$ cat config.mk
export PLATFORM = sky130hd
export DESIGN_NAME = ps2_byte_rx
export DESIGN_NICKNAME = d
export VERILOG_FILES = /design/src/rtl/ps2_byte_rx.sv
export SDC_FILE = /design/constraint.sdc
export NUM_CORES = 1
export LEC_CHECK = 0
export CORE_UTILIZATION = 23
export CTS_CLUSTER_DIAMETER = 100
export CTS_CLUSTER_SIZE = 24
export DETAILED_ROUTE_END_ITERATION = 8
export SYNTH_ARGS = -nofsm -noshare
export SYNTH_HDL_FRONTEND = slang
export SYNTH_SLANG_ARGS = --single-unit
$ cat constraint.sdc
create_clock -name clk -period 4.3 [get_ports clk]
set_input_delay 0.645 -clock clk [delete_from_list [all_inputs] [get_ports clk]]
set_output_delay 0.645 -clock clk [all_outputs]
set_load 0.01 [all_outputs]
$ cat src/rtl/ps2_byte_rx.sv
// ps2_byte_rx
// Deserialises the PS/2 ps2_clk/ps2_data pair into bytes. Each 11-bit frame
// (start, 8 data bits LSB-first, odd parity, stop) is validated; a good frame
// produces one byte with a single-cycle strobe, bad or stalled frames raise
// an error strobe and the receiver waits for the next start bit.
//
// Ports
//   clk         system clock, rising edge
//   reset       asynchronous active-high reset
//   ps2_clk     raw PS/2 clock (asynchronous, idle high)
//   ps2_data    raw PS/2 data  (asynchronous, idle high)
//   byte_out    last good byte, held until the next good frame
//   byte_valid  one-cycle pulse, byte_out updated this cycle
//   parity_err  one-cycle pulse, good stop bit but wrong parity
//   frame_err   one-cycle pulse, stop bit 0 or frame timed out
//   busy        high while a frame is in progress
module ps2_byte_rx #(
  parameter int TIMEOUT_CYCLES = 12000
) (
  input  logic       clk,
  input  logic       reset,
  input  logic       ps2_clk,
  input  logic       ps2_data,
  output logic [7:0] byte_out,
  output logic       byte_valid,
  output logic       parity_err,
  output logic       frame_err,
  output logic       busy
);

  localparam int TW = $clog2(TIMEOUT_CYCLES + 1);
  // The counter would reach TIMEOUT_CYCLES-1 on this increment: abort instead.
  localparam logic [TW-1:0] TLIM = TW'(TIMEOUT_CYCLES - 2);

  typedef enum logic [1:0] {IDLE, DATA, PARITY, STOP} state_t;

  logic          clk_p0, sclk, sclk_d;
  logic          data_p0, sdata;
  logic          fall;

  state_t        state, state_nxt;
  logic [7:0]    shift, shift_nxt;
  logic [2:0]    bit_cnt, bit_cnt_nxt;
  logic          par, par_nxt;
  logic [TW-1:0] tcnt, tcnt_nxt;
  logic [7:0]    byte_nxt;
  logic          valid_nxt, perr_nxt, ferr_nxt;

  // ---- stage: synchronisers and falling-edge detect ----
  always_ff @(posedge clk or posedge reset) begin
    if (reset) begin
      clk_p0  <= 1'b1;
      sclk    <= 1'b1;
      sclk_d  <= 1'b1;
      data_p0 <= 1'b1;
      sdata   <= 1'b1;
    end else begin
      clk_p0  <= ps2_clk;
      sclk    <= clk_p0;
      sclk_d  <= sclk;
      data_p0 <= ps2_data;
      sdata   <= data_p0;
    end
  end

  assign fall = sclk_d & ~sclk;

  // ---- stage: frame state machine, next-state logic ----
  always_comb begin
    state_nxt   = state;
    shift_nxt   = shift;
    bit_cnt_nxt = bit_cnt;
    par_nxt     = par;
    tcnt_nxt    = tcnt;
    byte_nxt    = byte_out;
    valid_nxt   = 1'b0;
    perr_nxt    = 1'b0;
    ferr_nxt    = 1'b0;

    // A fall always wins over the timeout since it restarts the count.
    if (state == IDLE || fall) begin
      tcnt_nxt = '0;
    end else if (tcnt == TLIM) begin
      tcnt_nxt  = '0;
      state_nxt = IDLE;
      ferr_nxt  = 1'b1;
    end else begin
      tcnt_nxt = tcnt + 1'b1;
    end

    if (fall) begin
      unique case (state)
        IDLE: begin
          if (!sdata) begin
            state_nxt   = DATA;
            bit_cnt_nxt = '0;
          end
        end
        DATA: begin
          shift_nxt   = {sdata, shift[7:1]};
          bit_cnt_nxt = bit_cnt + 1'b1;
          if (bit_cnt == 3'd7) state_nxt = PARITY;
        end
        PARITY: begin
          par_nxt   = sdata;
          state_nxt = STOP;
        end
        STOP: begin
          state_nxt = IDLE;
          if (!sdata) begin
            ferr_nxt = 1'b1;
          end else if (^{shift, par}) begin
            byte_nxt  = shift;
            valid_nxt = 1'b1;
          end else begin
            perr_nxt = 1'b1;
          end
        end
        default: state_nxt = IDLE;
      endcase
    end
  end

  // ---- stage: registered state and outputs ----
  always_ff @(posedge clk or posedge reset) begin
    if (reset) begin
      state      <= IDLE;
      shift      <= '0;
      bit_cnt    <= '0;
      par        <= 1'b0;
      tcnt       <= '0;
      byte_out   <= '0;
      byte_valid <= 1'b0;
      parity_err <= 1'b0;
      frame_err  <= 1'b0;
      busy       <= 1'b0;
    end else begin
      state      <= state_nxt;
      shift      <= shift_nxt;
      bit_cnt    <= bit_cnt_nxt;
      par        <= par_nxt;
      tcnt       <= tcnt_nxt;
      byte_out   <= byte_nxt;
      byte_valid <= valid_nxt;
      parity_err <= perr_nxt;
      frame_err  <= ferr_nxt;
      busy       <= (state_nxt != IDLE);
    end
  end

endmodule

==> impl_metrics.env <==
export IMPL_fin_skew_ns=0.00361
export IMPL_syn_cell_area_sq_mm=0.00197
export IMPL_core_sq_mm=0.00826
export IMPL_cp_data_arrival_time_ns=2.31
export IMPL_htreeDepth=2
export IMPL_die_area_sq_mm=0.00895
export IMPL_worst_hold_path_endpoint="sdata$_DFF_PP1_"
export IMPL_cts_tree="yes"
export IMPL_nets=182
export IMPL_finalCriticalPeriod_ns=2.12
export IMPL_clock_root_buffer="clkbuf_8"
export IMPL_ir_worst_vdd_v=0.000171
export IMPL_cts_sinks=45
export IMPL_reg2reg_to="byte_out[7]$_DFFE_PP0P_"
export IMPL_slew_viol_final=0
export IMPL_grt_pass1_vias=1201
export IMPL_synth_edf_count=0
export IMPL_synth_cell_types=33
export IMPL_period_share=0.494
export IMPL_reg2reg_depth=4
export IMPL_gp_congestion=0.742
export IMPL_clock_path_buffers=2
export IMPL_whs_path_depth=0
export IMPL_endpoint_kind="register"
export IMPL_hold_viol=0
export IMPL_antenna_found_initial=0
export IMPL_final_common_cell="dfrtp_1"
export IMPL_syn_nets=163
export IMPL_powerDensity_mw_per_mm2=428
export IMPL_grt_use_total=0.0868
export IMPL_dieHeight_um=94.6
export IMPL_grt_overflow=0
export IMPL_numCtsBuffers=5
export IMPL_cp_max_fo=9
export IMPL_start_util=0.239
export IMPL_ios=16
export IMPL_yosysWarnings=0
export IMPL_first_pass_iters=4
export IMPL_final_cell_mix="dfrtp_1 (40), mux2_2 (18), nor2_1 (17)"
export IMPL_max_cap_violations=0
export IMPL_drt_initial_drc_count=86
export IMPL_fp_dieW_um=94.6
export IMPL_clk_latency_ns=0.30
export IMPL_hold_start="data_p0$_DFF_PP1_"
export IMPL_worst_ep_required_time_ns=4.49
export IMPL_fmax_mhz=471
export IMPL_synth_seq_area_share=0.574
export IMPL_wire_per_inst_um=12.0
export IMPL_min_path_type="register to register"
export IMPL_ys_ff_latch=45
export IMPL_syn2layout_area_growth_pct=18.1
export IMPL_relSlewSlack=0.308
export IMPL_dpl_hpwl_um=2260
export IMPL_post_cts_resized=0
export IMPL_cts_setup_buffers=0
export IMPL_antennaDiodeCount=0
export IMPL_rows=33
export IMPL_ant_nets=0
export IMPL_grt_max_degree=46
export IMPL_synthArstFlopShare=1.00
export IMPL_vias=1228
export IMPL_status="completed"
export IMPL_wl_um=3370
export IMPL_worst_pin_slew_ns=1.03
export IMPL_grt_pass1_wl_um=5910
export IMPL_p_leak_nw=1.01
export IMPL_setup_violations=0
export IMPL_postSynthAreaPerCell_sq_um=12.7
export IMPL_hold_buffers=0
export IMPL_reg2reg_setup_slack_ns=2.18
export IMPL_worst_setup_path_type="register to register"
export IMPL_synthCells=155
export IMPL_drive_gt1_frac=0.194
export IMPL_grt_setup_unrepaired="no"
export IMPL_rr_startpoint="shift[1]$_DFFE_PP0P_"
export IMPL_cts_clk_slew_worst_paths_ns=0.08
export IMPL_yosys_most_used_dff="dfrtp_1"
export IMPL_io_buffer_count=15
export IMPL_p_total_w=0.000997
export IMPL_cp_start_kind="register"
export IMPL_drcViolationCount=0
export IMPL_via_per_inst=4.39
export IMPL_totalNegativeSetupSlack_ns=0
==> synth_stat cells (2+ instances only) <==
cell,instances,area (sq um)
dfrtp_1,40,1000
mux2_2,18,203
nor2_1,17,63.8
xor2_1,9,78.8
nand4_1,7,43.8
xnor2_1,7,61.3
dfstp_2,5,131
nand3_1,5,25.0
o21ai_0,5,25.0
clkbuf_1,4,15.0
ha_1,4,50.1
nand2_1,4,15.0
a22o_1,3,26.3
and3_1,3,18.8
inv_1,3,11.3
nor3_1,3,15.0
nor4_1,2,12.5
==> power breakdown <==
group | leakage (nW) | internal, W | total (W) | switching, W
Combinational | 0.370 | 0.000139 | 0.000226 | 0.0000869
Sequential | 0.597 | 0.000471 | 0.000520 | 0.0000492
Clock | 0.0450 | 0.000113 | 0.000251 | 0.000138
Total | 1.01 | 0.000723 | 0.000997 | 0.000275
==> metal layers <==
metal,track usage,part of all wire,up-vias
li1,-,-,586
met1,0.120,0.51,619
met2,0.124,0.44,17
met3,0.0274,0.031,6
met4,0.0379,0.021,0
met5,0,0,-
==> worst max-delay path, stage by stage, from the launching register on <==
cell and delay, ns:
dfrtp_1 0.39, xor3_4 0.52, or3_1 0.36, mux2i_4 0.36, mux2_2 0.38
==> logic make-up (layout without fill, tap and decap cells) <==
| group | after synthesis | after routing | synth area share |
|---|---|---|---|
| AOI/OAI and AO/OA | 13 | 13 | 0.0469 |
| xor gates and xnor gates | 18 | 18 | 0.0964 |
| adders and majority gates | 4 | 4 | 0.0254 |
| buffers and inverters | 7 | 27 | 0.0133 |
| DFF | 45 | 45 | 0.574 |
| muxes | 19 | 19 | 0.114 |
| and+or+nand+nor | 49 | 49 | 0.130 |
==> how the worst max path moves through the flow <==
stage,startpoint,end,depth (start not counted)
2_1_floorplan,shift[1]$_DFFE_PP0P_,byte_out[0]$_DFFE_PP0P_,4
3_3_place_gp,shift[1]$_DFFE_PP0P_,byte_out[1]$_DFFE_PP0P_,4
3_5_place_dp,shift[1]$_DFFE_PP0P_,byte_out[5]$_DFFE_PP0P_,4
4_1_cts,shift[1]$_DFFE_PP0P_,byte_out[7]$_DFFE_PP0P_,4
5_1_grt,tcnt[0]$_DFF_PP0_,tcnt[7]$_DFF_PP0_,6
6_report,shift[1]$_DFFE_PP0P_,byte_out[7]$_DFFE_PP0P_,4
==> sequential cells by signal, indices dropped and copies added (netlist names) <==
signal,count
sclk_d,1
par,1
parity_err,1
byte_out,8
bit_cnt,3
byte_valid,1
busy,1
data_p0,1
frame_err,1
shift,8
tcnt,14
clk_p0,1
sclk,1
sdata,1
state,2
==> through the flow <==
| stage | hold slack (ns) | cell area, sq um | cells | worst slack (ns) | utilization |
|---|---|---|---|---|---|
| 2_1_floorplan | 0.345 | 1970 | 155 | 2.34 | - |
| 3_3_place_gp | 0.346 | 2250 | 272 | 2.22 | 0.272 |
| 3_5_place_dp | 0.347 | 2250 | 272 | 2.17 | 0.272 |
| 4_1_cts | 0.359 | 2330 | 280 | 2.16 | 0.282 |
| 5_1_grt | 0.366 | 2330 | 280 | 2.02 | 0.282 |
| 6_report | 0.358 | 2330 | 280 | 2.18 | 0.282 |
==> area by class of cell <==
type | instances | area (sq um)
clock buffer | 6 | 72.6
clock inverter | 2 | 10.0
fill | 863 | 5930
inverter | 3 | 11.3
multi-input combinational | 103 | 815
sequential | 45 | 1130
tap | 105 | 131
timing repair buffer | 16 | 158
(Power assumes the default switching activity.)
